### src/rtl/module_control_suma.sv
// module_control_suma
// Keypad-driven control for a BCD adder. Collects operand A, then operand B
// (after '+'), hands both to an external combinational BCD adder, latches the
// adder's sum on '=' and holds it for display.
//
// Parameters:
//   N_DIGITOS   BCD digits per operand; operand width W = 4*N_DIGITOS
// Ports:
//   clk         system clock, rising edge
//   rst_n       asynchronous active-low reset
//   tecla_valid one-cycle strobe qualifying tecla
//   tecla       key code: 0-9 digit, A '+', B '=', C clear, D-F unused
//   s           BCD sum (W+1 bits) from the external adder fed by a and b
//   a, b        registered operands to the adder
//   disp        registered display digits (W+4 bits)
//   estado      current state: 0 CARGA_A, 1 CARGA_B, 2 SUMA, 3 MUESTRA
//   listo       high while a valid result is held in MUESTRA
// Build option:
//   CTRL_AUTO_CLEAR_EN  a digit key in MUESTRA clears and starts a new A
//                       with that digit; when undefined, only clear exits
//                       MUESTRA.

module module_control_suma #(
  parameter int unsigned N_DIGITOS = 3
) (
  input  logic                       clk,
  input  logic                       rst_n,
  input  logic                       tecla_valid,
  input  logic [3:0]                 tecla,
  input  logic [4*N_DIGITOS:0]       s,
  output logic [4*N_DIGITOS-1:0]     a,
  output logic [4*N_DIGITOS-1:0]     b,
  output logic [4*N_DIGITOS+3:0]     disp,
  output logic [1:0]                 estado,
  output logic                       listo
);

  localparam int unsigned W  = 4 * N_DIGITOS;
  localparam int unsigned CW = $clog2(N_DIGITOS + 1);
  localparam logic [CW-1:0] MAX_CNT = CW'(N_DIGITOS);

  localparam logic [3:0] K_MAS   = 4'hA;
  localparam logic [3:0] K_IGUAL = 4'hB;
  localparam logic [3:0] K_CLR   = 4'hC;

  typedef enum logic [1:0] {
    CARGA_A = 2'd0,
    CARGA_B = 2'd1,
    SUMA    = 2'd2,
    MUESTRA = 2'd3
  } state_t;

  state_t          state, state_n;
  logic [W-1:0]    a_n, b_n;
  logic [W:0]      result, result_n;
  logic [CW-1:0]   cnt, cnt_n;
  logic [W+3:0]    disp_n;
  logic            listo_n;

  logic es_digito, es_mas, es_igual, es_clr;

  assign es_digito = tecla_valid && (tecla <= 4'h9);
  assign es_mas    = tecla_valid && (tecla == K_MAS);
  assign es_igual  = tecla_valid && (tecla == K_IGUAL);
  assign es_clr    = tecla_valid && (tecla == K_CLR);

  always_ff @(posedge clk or negedge rst_n) begin
    if (!rst_n) begin
      state  <= CARGA_A;
      a      <= '0;
      b      <= '0;
      result <= '0;
      cnt    <= '0;
      disp   <= '0;
      listo  <= 1'b0;
    end else begin
      state  <= state_n;
      a      <= a_n;
      b      <= b_n;
      result <= result_n;
      cnt    <= cnt_n;
      disp   <= disp_n;
      listo  <= listo_n;
    end
  end

  always_comb begin
    state_n  = state;
    a_n      = a;
    b_n      = b;
    result_n = result;
    cnt_n    = cnt;

    if (es_clr) begin
      state_n  = CARGA_A;
      a_n      = '0;
      b_n      = '0;
      result_n = '0;
      cnt_n    = '0;
    end else begin
      unique case (state)
        CARGA_A: begin
          if (es_digito && (cnt < MAX_CNT)) begin
            a_n   = (a << 4) | W'(tecla);
            cnt_n = cnt + 1'b1;
          end else if (es_mas) begin
            state_n = CARGA_B;
            b_n     = '0;
            cnt_n   = '0;
          end
        end
        CARGA_B: begin
          if (es_digito && (cnt < MAX_CNT)) begin
            b_n   = (b << 4) | W'(tecla);
            cnt_n = cnt + 1'b1;
          end else if (es_igual) begin
            state_n = SUMA;
          end
        end
        SUMA: begin
          // a and b have been stable for a full cycle, so the adder output is settled.
          result_n = s;
          state_n  = MUESTRA;
        end
        MUESTRA: begin
`ifdef CTRL_AUTO_CLEAR_EN
          if (es_digito) begin
            state_n  = CARGA_A;
            a_n      = W'(tecla);
            b_n      = '0;
            result_n = '0;
            cnt_n    = CW'(1);
          end
`endif
        end
        default: state_n = CARGA_A;
      endcase
    end
  end

  // disp and listo are registered from next-state values so they always
  // match the state that is current after the edge.
  always_comb begin
    disp_n = '0;
    unique case (state_n)
      CARGA_A:       disp_n = {4'h0, a_n};
      CARGA_B, SUMA: disp_n = {4'h0, b_n};
      MUESTRA:       disp_n = {3'b000, result_n};
      default:       disp_n = '0;
    endcase
    listo_n = (state_n == MUESTRA);
  end

  assign estado = state;

endmodule

### config.mk
export PLATFORM = sky130hd
export DESIGN_NAME = module_control_suma
export DESIGN_NICKNAME = d
export VERILOG_FILES = /design/src/rtl/module_control_suma.sv
export SDC_FILE = /design/constraint.sdc
export NUM_CORES = 1
export LEC_CHECK = 0
export BUFFER_PORTS_ARGS = -buffer_cell sky130_fd_sc_hd__buf_4
export CAP_MARGIN = 20
export CELL_PAD_IN_SITES_DETAIL_PLACEMENT = 1
export CELL_PAD_IN_SITES_GLOBAL_PLACEMENT = 2
export CORE_MARGIN = 2
export CORE_UTILIZATION = 36
export DETAILED_ROUTE_END_ITERATION = 16
export GPL_ROUTABILITY_DRIVEN = 0
export GPL_TIMING_DRIVEN = 0
export HOLD_SLACK_MARGIN = 0.1
export PLACE_DENSITY = 0.85
export SLEW_MARGIN = 20
export SYNTH_ARGS = -nofsm -noshare
export SYNTH_HDL_FRONTEND = slang
export SYNTH_SLANG_ARGS = --single-unit
### constraint.sdc
create_clock -name clk -period 3 [get_ports clk]
set_input_delay 0.45 -clock clk [delete_from_list [all_inputs] [get_ports clk]]
set_output_delay 0.45 -clock clk [all_outputs]
set_load 0.01 [all_outputs]
==> results of run 1 <==
-- per-stage QoR --
stage	std cells	util	hold WS (ns)	power (W)	area [µm²]
floorplan	276	-	0.154	0.00146	2800
global placement	433	0.439	0.488	0.00181	3340
detailed placement	433	0.439	0.494	0.00183	3340
CTS	441	0.452	0.195	0.00227	3440
global route	441	0.452	0.227	0.00239	3440
finish	441	0.452	0.168	0.00226	3440
-- registers in the layout, indices dropped and copies added (netlist names) --
name and count:
disp 13, a 12, estado 2, b 12, cnt 2, result 13, listo 1
-- cell families (layout without fill, tap and decap cells) --
family / Yosys count / in the layout / share of synthesized area
AND/OR/NAND/NOR: 92 / 92 / 0.167
AO/OA/AOI/OAI: 74 / 74 / 0.182
flip-flops: 55 / 55 / 0.493
buffers and inverters: 27 / 90 / 0.0618
multiplexers: 24 / 24 / 0.0909
adder cells (fa/ha/maj): 1 / 1 / 0.00448
other: 1 / 3 / 0.00134
-- Yosys cell counts (all sizes together) (2+ instances only) --
master and instances:
dfrtp 55, clkbuf 3, o2bb2ai 4, nor3b 2, o21ai 18, a31oi 3, mux2i 19, nand2b 3
a22o 10, o22a 7, a221oi 3, nor2 33, nor4 2, inv 4, o22ai 2, nand2 26
or3 2, mux2 5, buf 20, a21oi 24, nand3 13, nor3 3, nor2b 4
-- where the power goes --
part | switching, W | internal, W
sequential | 0.000140 | 0.000937
clock | 0.000271 | 0.000172
combinational | 0.000368 | 0.000368
total | 0.000779 | 0.00148
-- placed cells by master (no fill, tap or decap), types with 2 or more instances in the layout --
cell / netlist / final
sky130_fd_sc_hd__mux2_4: 2 / 2
sky130_fd_sc_hd__nand2_1: 25 / 25
sky130_fd_sc_hd__o2bb2ai_1: 4 / 4
sky130_fd_sc_hd__o22ai_1: 2 / 2
sky130_fd_sc_hd__nor3b_1: 2 / 2
sky130_fd_sc_hd__o21ai_1: 2 / 2
sky130_fd_sc_hd__or3_1: 2 / 2
sky130_fd_sc_hd__clkbuf_1: 3 / 3
sky130_fd_sc_hd__inv_1: 4 / 4
sky130_fd_sc_hd__a31oi_1: 3 / 3
sky130_fd_sc_hd__nand3_1: 11 / 11
sky130_fd_sc_hd__buf_6: 4 / 4
sky130_fd_sc_hd__mux2_2: 3 / 3
sky130_fd_sc_hd__a22o_1: 10 / 10
sky130_fd_sc_hd__conb_1: 1 / 3
sky130_fd_sc_hd__o21ai_0: 15 / 15
sky130_fd_sc_hd__nor2_1: 30 / 30
sky130_fd_sc_hd__a21oi_1: 22 / 22
sky130_fd_sc_hd__nor4_1: 2 / 2
sky130_fd_sc_hd__buf_4: 9 / 64
sky130_fd_sc_hd__nand2b_1: 3 / 3
sky130_fd_sc_hd__nor2b_1: 4 / 4
sky130_fd_sc_hd__nor3_1: 3 / 3
sky130_fd_sc_hd__clkbuf_8: 0 / 5
sky130_fd_sc_hd__o22a_1: 7 / 7
sky130_fd_sc_hd__mux2i_1: 19 / 19
sky130_fd_sc_hd__dfrtp_1: 55 / 55
sky130_fd_sc_hd__nor2_2: 3 / 3
sky130_fd_sc_hd__buf_2: 6 / 6
sky130_fd_sc_hd__a221oi_1: 2 / 2
-- layout make-up --
cell class,instances,area share
Sequential cell,55,0.400
Multi-Input combinational cell,194,0.364
Inverter,4,0.00437
Clock inverter,3,0.00801
Clock buffer,5,0.0200
Tap cell,102,0.0371
Buffer,23,0.0459
Timing Repair Buffer,55,0.120
-- how the worst max path moves through the flow --
stage | to | slack [ns] | depth (start not counted)
after CTS | disp[4] | 0.97 | 7
after global routing | disp[6] | 0.82 | 6
after global placement | disp[11] | 0.93 | 6
after floorplan | disp[11] | 1.28 | 6
after detailed placement | disp[4] | 0.93 | 6
final | disp[4] | 0.97 | 7
-- per-layer routing --
| layer | GRT usage | part of all wire |
|---|---|---|
| met2 | 0.319 | 0.48 |
| met5 | 0 | 0 |
| met1 | 0.268 | 0.45 |
| met4 | 0.0448 | 0.017 |
| met3 | 0.0370 | 0.051 |
==> impl_metrics.tcl, run 1 <==
set metrics [dict create \
    worstMarginPinSlew_ns 0.737 \
    synth.largest_area_cell "sky130_fd_sc_hd__dfrtp_1" \
    final_net_count 359 \
    io_buffers 55 \
    max_freq_mhz 492 \
    post_drt_via_cell_ratio 5.25 \
    synthFlopType "sky130_fd_sc_hd__dfrtp_1" \
    asyncSetResetFlopFracSynth 1.00 \
    number_of_antenna_violations_at_the_first_check_in_global_routing 0 \
    critical_path_required_ns 3.20 \
    setup_ws_pre_cts_ns 0.926 \
    cts-root-buf "sky130_fd_sc_hd__clkbuf_8" \
    postRouteWirelength_mm 8.04 \
    fin_ws_ns 0.967 \
    startpoint "cnt[0]" \
    grt_pass1_wl_mm 12.8 \
    rr_startpoint "cnt[0]" \
    critical_path.max_fanout 10 \
    die_x_um 92.1 \
    timing.setup.critical_path_class "reg -> reg" \
    critical_path.reg2reg.endpoint "disp[4]" \
    vias_after_detailed_routing 2316 \
    cts_buffer_count 5 \
    worstSkewPairLatency_ns 0.32 \
    synth_cells 274 \
    run_status "finished clean" \
    drt-wirelength-per-cell_um 18.2 \
    synthDominantCellAreaShare 0.493 \
    boundaryPins 63 \
    ant_nets 0 \
    share_of_the_clock_period_used_by_the_worst_path_after_layout 0.678 \
    post-cts-setup-buffers 0 \
    finClkSkew_ns 0.0115 \
    worst-path-buf-inv 1 \
    worst_setup_path_start_kind "flop" \
    cp_data_arrival_time_ns 2.23 \
    global_route.usage.total 0.194 \
    row_cnt 32 \
    post_cts.resized_instances 0 \
    yosysUniqueCellTypes 45 \
    antenna_cells_inserted 0 \
    synth-edff-count 0 \
    synth.yosys.seq_area_share 0.493 \
    critical_path.top_delay_family "compound AO/OA/AOI/OAI gates" \
    worst_setup_path_end_kind "flop" \
    yosys_register_bits 55 \
    leakage_nw 1.68 \
    synthesis.area_um2 2790 \
    first_global_vias 2387 \
    iteration_0_drc_markers 55 \
    clkTransAtPathRegs_ns 0.11 \
    gr-total-overflow 0 \
    vdd.ir_drop.worst_mv 0.203 \
    crit_chain "ha_1 > nor2b_1 > buf_4 > nand2_4 > mux2_4 > a221oi_1 > o2bb2ai_1" \
    final_worst_path_period_need_ns 2.03 \
    rrSetupSlack_ns 0.97 \
    yosysWarnings 0 \
    cts_tree "yes" \
    worst_path_max_delay_cell "sky130_fd_sc_hd__a221oi_1" \
    fill_cell_total_of_the_finished_layout 902 \
    area_delta_synth_final_pct 23.1 \
    pin_count_of_the_biggest_net_entering_global_routing 56 \
    initial_utilization 0.367 \
    clock_path_buffers 2 \
    seq_area_um2 1380 \
    final_hold_viol_count 0 \
    critPathMaxStageDelay_ns 0.41 \
    cts-hold-fix-buffers 0 \
    die_area_um2 8480 \
    dp_hpwl_mm 5.81 \
    hold_path.class "in -> async" \
    worst-r2r-cell-count 7 \
    fp.coreArea_um2 7610 \
    timing.setup.tns_ns 0 \
    setup_viol_count_final 0 \
    cts_num_sinks 55 \
    power.density_cell_area_nw_per_um2 657 \
    post-route-drc-count 0 \
    ys_top_cells_by_area "sky130_fd_sc_hd__dfrtp_1 49%, sky130_fd_sc_hd__mux2i_1 6.8%, sky130_fd_sc_hd__nor2_1 4.0%" \
    fraction_of_final_layout_cells_with_drive_strength_greater_than_1 0.295 \
    maxCapViolCount 0 \
    unrepaired_setup_endpoints_after_global_routing "no" \
    cts-htree-levels 2 \
    synth.avg_cell_area_um2 10.2 \
    die_h_um 92.1 \
    first_pass_iters 4 \
    multiInputGateArea_um2 1250 \
    worst_slew_margin_rel 0.505 \
    final_slew_viol_count 0 \
]
No activity file was read; power rests on OpenSTA's default activity.
==> inputs of run 2 (changes only) <==
--- a/config.mk
+++ b/config.mk
@@ -10,12 +10,12 @@
 export CELL_PAD_IN_SITES_DETAIL_PLACEMENT = 1
 export CELL_PAD_IN_SITES_GLOBAL_PLACEMENT = 2
 export CORE_MARGIN = 2
-export CORE_UTILIZATION = 36
+export CORE_UTILIZATION = 33
 export DETAILED_ROUTE_END_ITERATION = 16
 export GPL_ROUTABILITY_DRIVEN = 0
 export GPL_TIMING_DRIVEN = 0
 export HOLD_SLACK_MARGIN = 0.1
-export PLACE_DENSITY = 0.85
+export PLACE_DENSITY = 0.79
 export SLEW_MARGIN = 20
 export SYNTH_ARGS = -nofsm -noshare
 export SYNTH_HDL_FRONTEND = slang
==> constraint.sdc (replaced) <==
create_clock -name clk -period 1.9 [get_ports clk]
set_input_delay 0.285 -clock clk [delete_from_list [all_inputs] [get_ports clk]]
set_output_delay 0.285 -clock clk [all_outputs]
set_load 0.01 [all_outputs]
==> run 2 against run 1 <==
Against the previous run:
- final area grew 3.6%
- largest power group unchanged
- sequential power grew 59%
- non-clock buffer count grew 3
==> impl_metrics.tcl, run 2 (synthesized netlist as in run 1, its figures left out) <==
set metrics [dict create \
    setup_viol_count_final 0 \
    post_drt_via_cell_ratio 5.32 \
    postRouteWirelength_mm 8.48 \
    critical_path_required_ns 2.11 \
    clkTransAtPathRegs_ns 0.11 \
    first_pass_iters 4 \
    layout_commonest_cell "sky130_fd_sc_hd__buf_4" \
    p_int_w 0.00248 \
    rrSetupSlack_ns 0.12 \
    die_x_um 96.0 \
    share_of_the_clock_period_used_by_the_worst_path_after_layout 0.938 \
    worstMarginPinSlew_ns 0.756 \
    pin_count_of_the_biggest_net_entering_global_routing 56 \
    cts-htree-levels 2 \
    post-route-drc-count 0 \
    critPathMaxStageDelay_ns 0.41 \
    worst-r2r-cell-count 7 \
    cts_num_sinks 55 \
    power.share.clock 0.221 \
    drt-wirelength-per-cell_um 19.0 \
    number_of_antenna_violations_at_the_first_check_in_global_routing 0 \
    die_area_um2 9210 \
    gr-total-overflow 0 \
    run_status "finished clean" \
    io_buffers 55 \
    grt_pass1_wl_mm 13.2 \
    die_h_um 96.0 \
    final_worst_path_period_need_ns 1.78 \
    placed_cells 436 \
    worst_setup_path_end_kind "flop" \
    hold_path.class "in -> reg" \
    first_global_vias 2352 \
    finClkSkew_ns 0.0126 \
    worstSkewPairLatency_ns 0.32 \
    netSwitchingPower_w 0.00125 \
    timing.setup.critical_path_class "reg -> reg" \
    max_freq_mhz 561 \
    dp_hpwl_mm 6.09 \
    finalInstanceArea_um2 3560 \
    post_dp_area_um2 3340 \
    critical_path.max_fanout 6 \
    unrepaired_setup_endpoints_after_global_routing "no" \
    worst_slew_margin_rel 0.493 \
    whs_ns 0.177 \
    fill_cell_total_of_the_finished_layout 946 \
    cts_tree "yes" \
    global_route.usage.total 0.193 \
    largestRegisters "disp (13), result (13)" \
    antenna_cells_inserted 0 \
    fp.coreArea_um2 8220 \
    ant_nets 0 \
    initial_utilization 0.340 \
    fin_ws_ns 0.117 \
    final-instance-count-excl-fill 447 \
    sw_frac_of_total 0.335 \
    final_slew_viol_count 0 \
    area_delta_synth_final_pct 27.6 \
    cp_data_arrival_time_ns 2.00 \
    layout.cells.most_common_list "66 x sky130_fd_sc_hd__buf_4, 55 x sky130_fd_sc_hd__dfrtp_1, 30 x sky130_fd_sc_hd__nor2_1" \
    power.density_cell_area_nw_per_um2 1050 \
    count_of_cells_along_the_worst_hold_path 2 \
    worst_path_max_delay_cell "sky130_fd_sc_hd__dfrtp_1" \
    iteration_0_drc_markers 91 \
    comb_power_share 0.320 \
    leakage_nw 1.71 \
    seq_power_share 0.459 \
    final_net_count 362 \
    p_total_w 0.00374 \
    vias_after_detailed_routing 2377 \
    maxCapViolCount 0 \
    vdd.ir_drop.worst_mv 0.316 \
    setup_ws_pre_cts_ns -0.160 \
    fraction_of_final_layout_cells_with_drive_strength_greater_than_1 0.325 \
    cts_buffer_count 5 \
    row_cnt 33 \
    boundaryPins 63 \
    clock_path_buffers 2 \
    cts-root-buf "sky130_fd_sc_hd__clkbuf_8" \
    crit_chain "ha_2 > nor2b_2 > buf_6 > nand2_4 > mux2_4 > a221oi_4 > o2bb2ai_1" \
    final_hold_viol_count 0 \
    worst_setup_path_start_kind "flop" \
]
[run 2: cell count changes in the layout (fill, tap and decap cells not counted), sizes merged]
| cell | delta |
|---|---|
| dlygate4sd3 | +1 |
| clkinv | -1 |
| buf | +2 |
| bufinv | +1 |
[run 2: cell type report]
class                      instances  area [µm²]  share of cell area
sequential                        55        1380               0.386
multi-input combinational        194        1310               0.368
timing repair buffer              58         438               0.123
buffer                            23         176              0.0495
tap                              105         131              0.0369
clock buffer                       5        68.8              0.0193
clock inverter                     3        46.3              0.0130
inverter                           4        15.0             0.00421
[run 2: timing repair]
item,in CTS,in global routing
hold buffers,1,0
setup buffers,2,0
hold endpoints to repair,55,0
resized for setup,6,13
endpoints found under the setup margin,10,19
[run 2: worst paths after layout]
| check | start | end |
|---|---|---|
| setup reg to reg | cnt[0] | disp[11] |
| setup / recovery | cnt[0] | disp[11] |
| hold reg to reg | cnt[1] | cnt[1] |
| hold / removal | tecla[2] | estado[0] |
| min in group asynchronous | rst_n | b[4] |
| max in group asynchronous | rst_n | disp[0] |
[run 2: layer usage]
| metal | global-route usage | vias to the layer above | part of all wire |
|---|---|---|---|
| met3 | 0.0258 | 8 | 0.040 |
| met5 | 0 | - | 0 |
| li1 | - | 1101 | - |
| met2 | 0.321 | 59 | 0.48 |
| met4 | 0.0476 | 0 | 0.013 |
| met1 | 0.264 | 1209 | 0.46 |
[run 2: critical path, delay by kind of cell, from the launching register on]
| kind | cells | cell delay (ns) |
|---|---|---|
| AND/OR/NAND/NOR | 2 | 0.21 |
| buffers and inverters | 1 | 0.14 |
| multiplexers | 1 | 0.33 |
| flip-flops | 1 | 0.41 |
| AO/OA/AOI/OAI | 2 | 0.36 |
| adder cells (fa/ha/maj) | 1 | 0.22 |
[run 2: power by group through the flow]
stage               combinational (W)  sequential (W)  clock [W]
floorplan                    0.000534         0.00177          0
global placement              0.00113         0.00172          0
detailed placement            0.00117         0.00174          0
CTS                           0.00120         0.00172   0.000840
global route                  0.00132         0.00175   0.000885
finish                        0.00119         0.00172   0.000827
[run 2: per-stage QoR]
stage	TNS (ns)	utilization
after CTS	-0.0108	0.428
after global routing	0	0.434
after global placement	-0.207	0.407
final	0	0.434
after floorplan	0	-
after detailed placement	-0.377	0.407
